## config.mk

```make
export PLATFORM = sky130hd
export DESIGN_NAME = alu_arbiter
export DESIGN_NICKNAME = d
export VERILOG_FILES = /design/src/rtl/alu_arbiter.sv
export SDC_FILE = /design/constraint.sdc
export NUM_CORES = 1
export LEC_CHECK = 0
export ABC_AREA = 1
export CAP_MARGIN = 20
export CORE_ASPECT_RATIO = 1.25
export CORE_MARGIN = 10
export CORE_UTILIZATION = 43
export CTS_CLUSTER_SIZE = 16
export DETAILED_ROUTE_END_ITERATION = 6
export GPL_TIMING_DRIVEN = 0
export PLACE_DENSITY = 0.78
export SETUP_SLACK_MARGIN = 0.15
export SKIP_LAST_GASP = 1
export SYNTH_ARGS = -nofsm -noshare
export SYNTH_HDL_FRONTEND = slang
export SYNTH_SLANG_ARGS = --single-unit
```

## constraint.sdc

```tcl
create_clock -name i_clock -period 1.7 [get_ports i_clock]
set_input_delay 0.255 -clock i_clock [delete_from_list [all_inputs] [get_ports i_clock]]
set_output_delay 0.255 -clock i_clock [all_outputs]
set_load 0.05 [all_outputs]
```

## src/rtl/alu_arbiter.sv

```systemverilog
// Round-robin arbiter sharing one ALU between two valid/ready requesters.
// Each accepted request gets a single-cycle response pulse carrying result, carry and illegal-op flag.
module alu_arbiter #(
  parameter int unsigned BUS_SIZE    = 8,
  parameter int unsigned OP_SIZE     = 6,
  parameter int unsigned ALU_LATENCY = 1
) (
  input  logic                i_clock,
  input  logic                i_reset_n,
  input  logic                i_req0_valid,
  input  logic [BUS_SIZE-1:0] i_req0_a,
  input  logic [BUS_SIZE-1:0] i_req0_b,
  input  logic [OP_SIZE-1:0]  i_req0_op,
  output logic                o_req0_ready,
  input  logic                i_req1_valid,
  input  logic [BUS_SIZE-1:0] i_req1_a,
  input  logic [BUS_SIZE-1:0] i_req1_b,
  input  logic [OP_SIZE-1:0]  i_req1_op,
  output logic                o_req1_ready,
  output logic                o_rsp0_valid,
  output logic [BUS_SIZE-1:0] o_rsp0_result,
  output logic                o_rsp0_carry,
  output logic                o_rsp0_err,
  output logic                o_rsp1_valid,
  output logic [BUS_SIZE-1:0] o_rsp1_result,
  output logic                o_rsp1_carry,
  output logic                o_rsp1_err,
  output logic [BUS_SIZE-1:0] o_alu_a,
  output logic [BUS_SIZE-1:0] o_alu_b,
  output logic [OP_SIZE-1:0]  o_alu_op,
  input  logic [BUS_SIZE-1:0] i_alu_result,
  input  logic                i_alu_carry,
  output logic                o_busy
);

  localparam int unsigned CNT_W = 4;

  localparam logic [OP_SIZE-1:0] OP_ADD = OP_SIZE'(6'b100000);
  localparam logic [OP_SIZE-1:0] OP_SUB = OP_SIZE'(6'b100010);
  localparam logic [OP_SIZE-1:0] OP_AND = OP_SIZE'(6'b100100);
  localparam logic [OP_SIZE-1:0] OP_OR  = OP_SIZE'(6'b100101);
  localparam logic [OP_SIZE-1:0] OP_XOR = OP_SIZE'(6'b100110);
  localparam logic [OP_SIZE-1:0] OP_NOR = OP_SIZE'(6'b100111);
  localparam logic [OP_SIZE-1:0] OP_SRL = OP_SIZE'(6'b000010);
  localparam logic [OP_SIZE-1:0] OP_SRA = OP_SIZE'(6'b000011);

  typedef enum logic [1:0] {
    ST_IDLE = 2'd0,
    ST_EXEC = 2'd1,
    ST_RESP = 2'd2
  } state_e;

  state_e                   state_q, state_d;
  logic                     ptr_q, ptr_d;    // 0 favours req0 on contention
  logic                     win_q, win_d;
  logic [CNT_W-1:0]         cnt_q, cnt_d;
  logic [BUS_SIZE-1:0]      alu_a_q, alu_a_d;
  logic [BUS_SIZE-1:0]      alu_b_q, alu_b_d;
  logic [OP_SIZE-1:0]       alu_op_q, alu_op_d;
  logic [1:0]               rsp_valid_q, rsp_valid_d;
  logic [1:0][BUS_SIZE-1:0] rsp_result_q, rsp_result_d;
  logic [1:0]               rsp_carry_q, rsp_carry_d;
  logic [1:0]               rsp_err_q, rsp_err_d;

  logic                grant_c;
  logic                accept_c;
  logic                op_legal_c;
  logic [BUS_SIZE-1:0] sel_a_c;
  logic [BUS_SIZE-1:0] sel_b_c;
  logic [OP_SIZE-1:0]  sel_op_c;

  // Winner selection: sole valid requester, otherwise the pointer decides.
  always_comb begin
    grant_c = i_req1_valid;
    if (i_req0_valid && i_req1_valid) begin
      grant_c = ptr_q;
    end
    accept_c = (state_q == ST_IDLE) && (i_req0_valid || i_req1_valid);
    sel_a_c  = grant_c ? i_req1_a  : i_req0_a;
    sel_b_c  = grant_c ? i_req1_b  : i_req0_b;
    sel_op_c = grant_c ? i_req1_op : i_req0_op;
  end

  always_comb begin
    op_legal_c = 1'b0;
    case (sel_op_c)
      OP_ADD, OP_SUB, OP_AND, OP_OR, OP_XOR, OP_NOR, OP_SRL, OP_SRA: op_legal_c = 1'b1;
      default: op_legal_c = 1'b0;
    endcase
  end

  always_comb begin
    state_d      = state_q;
    ptr_d        = ptr_q;
    win_d        = win_q;
    cnt_d        = cnt_q;
    alu_a_d      = alu_a_q;
    alu_b_d      = alu_b_q;
    alu_op_d     = alu_op_q;
    rsp_valid_d  = '0;
    rsp_result_d = rsp_result_q;
    rsp_carry_d  = rsp_carry_q;
    rsp_err_d    = rsp_err_q;
    case (state_q)
      ST_IDLE: begin
        if (accept_c) begin
          win_d = grant_c;
          ptr_d = ~grant_c;
          if (op_legal_c) begin
            alu_a_d  = sel_a_c;
            alu_b_d  = sel_b_c;
            alu_op_d = sel_op_c;
            cnt_d    = CNT_W'(ALU_LATENCY);
            state_d  = ST_EXEC;
          end else begin
            // Illegal opcode never reaches the ALU; answer straight away.
            rsp_result_d[grant_c] = '0;
            rsp_carry_d[grant_c]  = 1'b0;
            rsp_err_d[grant_c]    = 1'b1;
            rsp_valid_d[grant_c]  = 1'b1;
            state_d               = ST_RESP;
          end
        end
      end
      ST_EXEC: begin
        cnt_d = cnt_q - CNT_W'(1);
        if (cnt_q == CNT_W'(1)) begin
          rsp_result_d[win_q] = i_alu_result;
          rsp_carry_d[win_q]  = i_alu_carry;
          rsp_err_d[win_q]    = 1'b0;
          rsp_valid_d[win_q]  = 1'b1;
          state_d             = ST_RESP;
        end
      end
      ST_RESP: state_d = ST_IDLE;
      default: state_d = ST_IDLE;
    endcase
  end

  always_ff @(posedge i_clock or negedge i_reset_n) begin
    if (!i_reset_n) begin
      state_q      <= ST_IDLE;
      ptr_q        <= 1'b0;
      win_q        <= 1'b0;
      cnt_q        <= '0;
      alu_a_q      <= '0;
      alu_b_q      <= '0;
      alu_op_q     <= '0;
      rsp_valid_q  <= '0;
      rsp_result_q <= '0;
      rsp_carry_q  <= '0;
      rsp_err_q    <= '0;
    end else begin
      state_q      <= state_d;
      ptr_q        <= ptr_d;
      win_q        <= win_d;
      cnt_q        <= cnt_d;
      alu_a_q      <= alu_a_d;
      alu_b_q      <= alu_b_d;
      alu_op_q     <= alu_op_d;
      rsp_valid_q  <= rsp_valid_d;
      rsp_result_q <= rsp_result_d;
      rsp_carry_q  <= rsp_carry_d;
      rsp_err_q    <= rsp_err_d;
    end
  end

  // Ready is held low while reset is asserted so every output reads 0 in reset.
  assign o_req0_ready  = i_reset_n && (state_q == ST_IDLE) && !grant_c && i_req0_valid;
  assign o_req1_ready  = i_reset_n && (state_q == ST_IDLE) &&  grant_c && i_req1_valid;
  assign o_rsp0_valid  = rsp_valid_q[0];
  assign o_rsp0_result = rsp_result_q[0];
  assign o_rsp0_carry  = rsp_carry_q[0];
  assign o_rsp0_err    = rsp_err_q[0];
  assign o_rsp1_valid  = rsp_valid_q[1];
  assign o_rsp1_result = rsp_result_q[1];
  assign o_rsp1_carry  = rsp_carry_q[1];
  assign o_rsp1_err    = rsp_err_q[1];
  assign o_alu_a       = alu_a_q;
  assign o_alu_b       = alu_b_q;
  assign o_alu_op      = alu_op_q;
  assign o_busy        = (state_q != ST_IDLE);

endmodule
```

# == After elaboration in Yosys (flattened, before gate mapping) ==
# Cells that the tools add are included.
# totals
reg_bits,52
output_inout_bits,47
elab_cells,97
# classes
add_sub_neg,1
n_lt_le_gt_ge,4
n_eq_ne,14
mux,38
bitwise_logic,8
reduce_logical,20
# ops
cell,count
two-way mux 16 bit,3
"equality test 6 bit, second input constant",6
two-way mux 8 bit,4
one-hot mux 16 bit (2 select lines),1
two-way mux 2 bit,12
AND 16 bit,1
bitwise mux 16 bit,1
demux 8 bit (select 1 bit),2
inverter 16 bit,1
one-hot mux 2 bit (2 select lines),4
"equality test 6 x 2 -> 1 bit, second input constant",2
logical AND 1 bit,9
two-way mux 4 bit,2
"inequality test 2 bit, second input constant",4
one-hot mux 4 bit (2 select lines),1
OR reduction 8 bit,1
two-way mux 6 bit,1
AND reduction 3 bit,2
AND 2 bit,2
"equality test 4 x 1 -> 1 bit, second input constant",1
"less-than comparator 1 x 2 -> 1 bit, second input constant",2
two-way mux 1 bit,4
inverter 2 bit,2
AND reduction 2 bit,2
12 further kinds,15

# == Logic depth before layout (Yosys ltp) ==
# Gate-level depths: netlist of run 1.
# logic_depth
word_depth,11
ltp_mapped,12

# == Worst setup path before layout of run 1 ==
# OpenSTA, ideal clock, no wires.
# synth_timing
path_type,register to output
start,register ptr_q
end,output o_req0_ready
t_arrival_ns,2.112
required_ns,1.445
setup_slack_ns,-0.667
stages_incl_launch_ff,8
path_cell_list,dfrtp_1 > inv_2 > nand2_4 > nand2_4 > buf_4 > inv_2 > buf_2 > nor3b_1
# synth_via
elab_chain_cells,4
# synth_lines
element,line,rtl
"start, declared",54,"logic ptr_q, ptr_d;"
"start signal, assigned",155,ptr_q <= ptr_d;
two-way mux 1 bit,75,if (i_req0_valid && i_req1_valid) begin
logical NOT 1 bit,169,assign o_req0_ready = i_reset_n && (state_q == ST_IDLE) && !grant_c && i_req0_valid;
logical AND 1 bit (2 in series),169,
"end, declared",14,"output logic o_req0_ready,"
# Every way passes these cells.

# == Worst setup path after layout of run 1 ==
# Ends and elaborated chain as after synthesis.

==> results of run 1 <==
-- timing repair --
action | in CTS | in global routing
pin swaps | 6 | 7
gates cloned | 4 | 2
endpoints found under the hold margin | 18 | 0
buffers inserted | 11 | 3
resized for setup | 106 | 18
endpoints found under the setup margin | 90 | 52
hold buffers | 3 | 0
-- layout make-up --
type                    instances  area, um^2
plain buffers                  13       143.9
repair inverters                1       5.005
inverters                      20       92.59
repair buffers                125        1182
flip-flops and latches         52        1301
multi-input cells             237        1139
well taps                      66       82.58
clock inverters                 2       38.79
clock buffers                   6       82.58
fillers                       458        1673
-- per-stage QoR --
stage,utilization [%],cell area [um^2]
CTS,69.51,3990
floorplan,-,2524
detailed placement,63.45,3642
global route,70.86,4068
global placement,63.19,3627
finish,70.86,4068
-- Yosys cell counts --
cell      count  area share [%]
nand2_1     168              25
dfrtp_1      52              52
nand3_1      29             5.8
inv_1        14             2.1
nor2_1       14             2.1
buf_4         6             1.8
buf_2         4            0.80
inv_2         4            0.60
nand2_4       3             1.3
a21oi_1       2            0.40
a21oi_2       2            0.70
clkbuf_1      2            0.30
clkinv_1      2            0.30
ha_1          2             1.0
nand2_2       2            0.50
nand3_2       2            0.80
o21ai_0       2            0.40
o21bai_1      2            0.60
or2_2         2            0.50
buf_6         1            0.45
nand3b_1      1            0.30
nand4_1       1            0.25
nand4_4       1            0.85
nor2_2        1            0.25
nor2_4        1            0.45
nor3b_1       1            0.30
o21ai_1       1            0.20
-- power by group --
group          total [uW]  switching [uW]  internal, uW  leakage [uW]
Sequential           1890             232          1660      0.000675
Combinational        3620            2470          1140       0.00152
Clock                 896             414           482     0.0000614
Total                6410            3120          3290       0.00225
-- metal layers --
metal,global-route usage [%],vias up,part of all wire (%)
li1,-,1265,-
met1,18.34,1189,38
met2,30.45,72,53
met3,6.163,2,8.6
met4,2.778,0,0.17
met5,0,-,0
-- critical path: cells and delay by family (launching register included) --
kind	cells	cell delay [ps]
buffers and inverters	5	510
AND/OR/NAND/NOR	3	300
flip-flops	1	390
-- logic make-up after synthesis --
family / count (synthesis) / synth area share [%]
simple gates: 226 / 38.53
compound gates: 9 / 2.293
flops: 52 / 51.84
buf+inv: 33 / 6.331
fa+ha+maj: 2 / 0.9968
-- worst max-delay path by stage --
| stage | from | end | slack (ps) | cells past startpoint |
|---|---|---|---|---|
| 4_1_cts | ptr_q | o_req0_ready | -80 | 8 |
| 3_5_place_dp | i_req0_valid | o_req0_ready | -1170 | 8 |
| 5_1_grt | ptr_q | o_req0_ready | -160 | 8 |
| 6_report | ptr_q | o_req0_ready | -70 | 8 |
| 3_3_place_gp | i_reset_n | o_req0_ready | -2540 | 4 |
| 2_1_floorplan | ptr_q | o_req0_ready | -4 | 7 |
-- sequential cells by signal (all words and copies together), names as in the netlist --
register / cells
o_alu_op: 6
cnt_q: 4
ptr_q: 1
o_alu_b: 8
state_q: 2
rsp_carry_q: 2
o_rsp1_result: 8
rsp_valid_q: 2
o_rsp0_result: 8
win_q: 1
rsp_err_q: 2
o_alu_a: 8
-- cell usage in the layout (no fill, tap or decap), types with 3 or more instances in the layout --
cell | synthesis | final
nand2_2 | 2 | 6
clkdlybuf4s50_1 | 0 | 53
buf_4 | 6 | 15
dlygate4sd2_1 | 0 | 45
buf_6 | 1 | 13
nor2_4 | 1 | 4
dfrtp_1 | 52 | 52
buf_8 | 0 | 4
inv_2 | 4 | 3
nand2_4 | 3 | 6
nor2_1 | 14 | 8
inv_1 | 14 | 13
nand2_1 | 168 | 161
nor2_2 | 1 | 4
nand3_1 | 29 | 29
clkbuf_8 | 0 | 6
==> results.txt, run 1 <==
post-synthesis sequential area ratio: 51.84%
pre-CTS setup slack: -1167 ps
Crit Path Max Fanout: 2
status: complete, but fails checks
GRT Total Usage: 16.84%
first-pass GRT wire length: 12560 um
Final Routed Wirelength: 8026 um
GPL Wtd Cong: 0.7790
Clock Path Buffers: 2
layout cells sized above 1: 17.98%
Final Slew Violations: 0
DIE HEIGHT: 105.4 um
root buf cell: clkbuf_8
RSZ-0062 raised after global routing: yes
initial antenna violation count: 0
Cells after Synth: 322
max-cap viol count: 0
Leakage: 0.002251 uW
wire length per cell: 15.38 um
CP max stage delay: 390 ps
Final HPWL DP: 5681 um
Layout area overhead: 62.06%
slew at the pin closest to its max-slew limit: 784.7 ps
CTS clk-pin slew, worst paths: 90 ps
Worst setup EP type: primary output
Worst VDD drop: 0.9573 mV
1st-iter DRT viols: 106
min-delay worst type: primary input to register
GRT overflow: 0
failing checks: negative setup slack
Clock Sinks: 52
end point of the worst hold path: o_alu_op[1]
setup TNS: -87.82 ps
reg2reg start: ptr_q
IO buf count: 102
CTS tree: built
Skew-Pair Late Insertion Delay: 300 ps
Worst Setup Path Type: register to primary output
setup slack after layout: -73.48 ps
Die Footprint: 9312 um^2
Cell Area, Synth: 2510 um^2
largest net degree at the start of global routing: 35
PD cells: 1575 nW/um^2
Synth cell types: 27
H-Tree Depth: 2
vias: 2528
IO Count: 104
Final ANT Viol Nets: 0
critical path arrival: 1520 ps
Antenna diodes: 0
# DRC: 0
warning count from the yosys run: 0
relative slew slack: 47.51%
period utilization: 104.3%
Num CTS Buffers: 5
crit path launch type: register
worst hold path startpoint: i_req1_valid
#FFs+latches synth: 52
max frequency: 563.9 MHz
mean post-synth cell area: 7.795 um^2
CP cell instances: inv_2, nand2_4, nand2_4, buf_8, inv_8, buf_8, nor3b_4, buf_6
hold_ws: 414.0 ps
dpl cells: 491
R2R Setup Slk: 30 ps
Pre-antenna DRT Iters: 4
syn nets: 381
Total Power: 6407 uW
endpoints failing setup: 2
Crit-path slowest cell: dfrtp_1
fin cells: 522
Die X: 88.34 um
R2R cell count: 13
Final min period: 1773 ps
Core Area: 5741 um^2
Nets: 514
Vias/cell: 4.843
Final Hold Viols: 0
site row count: 31
clock skew: 15.39 ps
Starting Density: 43.72%
vias in the first global route: 2532
reg-to-reg endpoint: o_alu_b[3]
WP data required: 1440 ps
hold-critical path depth: 5
(Power assumes the default switching activity.)
==> run 2, diff against run 1 <==
Settings changed: CORE_MARGIN 10 to 2.
==> run 2 against run 1 <==
Compared with the run above: the run still ends with negative setup slack left; final area rose by 2.0%; core utilization rose by 1.9 points; clock skew fell by 3.1 ps; sequential power barely moved.
==> results.txt, run 2 (synthesis gave the netlist of run 1 again) <==
vias in the first global route: 2372 (-6.3%)
# DRC: 0 (unchanged)
worst hold path startpoint: i_req1_valid
Pre-antenna DRT Iters: 4 (unchanged)
most common cell after layout, fill and taps aside: nand2_1
period utilization: 103.9% (-0.47 points)
site row count: 31 (unchanged)
internal power: 3315 uW (+0.81%)
Layout area overhead: 65.35%
IO Count: 104 (unchanged)
Crit Path Max Fanout: 2 (unchanged)
slew at the pin closest to its max-slew limit: 518.0 ps (-266.7 ps)
max-cap viol count: 0 (unchanged)
Reg power frac: 29.7% (about the same)
clock power share: 14.0% (about the same)
critical path arrival: 1510 ps (about the same)
reg-to-reg endpoint: o_alu_b[6]
Num CTS Buffers: 5 (unchanged)
Worst Setup Path Type: register to primary output
reg2reg start: ptr_q
Die Footprint: 6468 um^2 (-31%)
Final HPWL DP: 4769 um (-16%)
GPL Wtd Cong: 0.7902 (+1.4%)
Nets: 515 (+0.19%)
layout cells sized above 1: 20.57% (+2.6 points)
largest net degree at the start of global routing: 28 (-20%)
Psw: 3116 uW (-0.12%)
most frequent cells in the layout: nand2_1, clkdlybuf4s50_1, dfrtp_1, dlygate4sd2_1, nand3_1
Leakage: 0.002279 uW (+1.2%)
combinational share of power: 56.3% (about the same)
Starting Density: 44.02% (+0.30 points)
hold_ws: 453.7 ps (+39.74 ps)
vias: 2516 (-0.47%)
dpl cells: 491 (unchanged)
Clock Sinks: 52 (unchanged)
RSZ-0062 raised after global routing: yes
setup slack after layout: -65.58 ps (+7.905 ps)
endpoints failing setup: 20 (+18)
Antenna diodes: 0 (unchanged)
GRT overflow: 0 (unchanged)
CTS tree: built
CTS clk-pin slew, worst paths: 100 ps (about the same)
relative slew slack: 65.60% (+18 points)
GRT Total Usage: 21.35% (+4.5 points)
Skew-Pair Late Insertion Delay: 310 ps (about the same)
crit path launch type: register
Vias/cell: 4.811 (-0.66%)
Clock Path Buffers: 2 (unchanged)
fin cells: 523 (+0.19%)
WP data required: 1440 ps (about the same)
Total Power: 6430 uW (+0.36%)
Worst setup EP type: primary output
Worst VDD drop: 0.9346 mV (-2.4%)
IO buf count: 102 (unchanged)
Die X: 72.34 um (-18%)
H-Tree Depth: 2 (unchanged)
switching share of power: 48.46% (-0.23 points)
root buf cell: clkbuf_8
max frequency: 566.4 MHz (+0.45%)
status: complete, but fails checks
1st-iter DRT viols: 97 (-8.5%)
DIE HEIGHT: 89.42 um (-15%)
min-delay worst type: primary input to register
Core Area: 5702 um^2 (-0.68%)
wire length per cell: 13.68 um (-11%)
PD cells: 1549 nW/um^2 (-1.6%)
clock skew: 12.25 ps (-3.146 ps)
Final Routed Wirelength: 7157 um (-11%)
R2R cell count: 13 (unchanged)
Final min period: 1766 ps (-7.905 ps)
end point of the worst hold path: o_alu_op[5]
failing checks: negative setup slack
Final Slew Violations: 0 (unchanged)
R2R Setup Slk: -40 ps (-70 ps)
initial antenna violation count: 0 (unchanged)
Final Hold Viols: 0 (unchanged)
first-pass GRT wire length: 10770 um (-14%)
Final ANT Viol Nets: 0 (unchanged)
hold-critical path depth: 5 (unchanged)
run 2: cell count changes in the layout (fill, tap and decap cells not counted), moves of 2 or more:
cell     previous run  this run
nand3_1            29        23
buf_4              15        18
nor2_2              4         2
nand2_1           161       155
nor2_1              8        10
nand2_4             6        12
nand3_2             0         6
run 2: stage by stage:
| stage | instance area, um^2 | setup slack, ps | util [%] | setup TNS, ps |
|---|---|---|---|---|
| finish | 4150 | -65.58 | 72.79 | -324.5 |
| global route | 4150 | -141.3 | 72.79 | -3761 |
| CTS | 4008 | -76.54 | 70.29 | -88.57 |
| detailed placement | 3642 | -1114 | 63.88 | -13260 |
| global placement | 3627 | -2490 | 63.62 | -75170 |
| floorplan | 2524 | -3.568 | - | -3.568 |
run 2: critical path: stages (launching register included):
cell and delay (ps):
dfrtp_1 390, inv_2 90, nand2_4 60, nand2_4 70, buf_8 110, inv_8 30
buf_8 110, nor3b_4 160, buf_6 180
run 2: final cells by class:
| cell class | count | area [um^2] |
|---|---|---|
| inverters | 20 | 88.84 |
| well taps | 66 | 82.58 |
| repair buffers | 127 | 1209 |
| flip-flops and latches | 52 | 1303 |
| fillers | 430 | 1551 |
| clock buffers | 6 | 82.58 |
| multi-input cells | 237 | 1209 |
| clock inverters | 2 | 38.79 |
| plain buffers | 13 | 137.6 |
run 2: routing by layer:
layer	global-route usage (%)	part of all wire (%)	vias up
met1	24.06	38	1176
met5	0	0	-
met4	5.146	1.1	0
met3	5.750	7.6	9
met2	39.87	53	74
li1	-	-	1257
run 2: worst max path at each step:
stage / start / end / slack [ps]
2_1_floorplan: ptr_q / o_req0_ready / -4
3_3_place_gp: i_reset_n / o_req0_ready / -2490
3_5_place_dp: i_req0_valid / o_req0_ready / -1110
4_1_cts: ptr_q / o_req0_ready / -80
5_1_grt: ptr_q / o_req0_ready / -140
6_report: ptr_q / o_req0_ready / -70
run 2: power groups by stage:
| stage | combinational [uW] | clock (uW) | sequential, uW |
|---|---|---|---|
| 2_1_floorplan | 1070 | 0 | 3110 |
| 3_3_place_gp | 3380 | 0 | 1900 |
| 3_5_place_dp | 3420 | 0 | 1930 |
| 4_1_cts | 3490 | 922 | 1900 |
| 5_1_grt | 3870 | 962 | 1960 |
| 6_report | 3620 | 898 | 1910 |
run 2: repair_timing:
item | CTS | global route
gates cloned | 4 | 0
pin swaps | 5 | 6
buffers inserted | 14 | 4
gates resized for setup | 107 | 33
endpoints found under the hold margin | 27 | 0
hold buffers | 2 | 0
endpoints found under the setup margin | 88 | 52
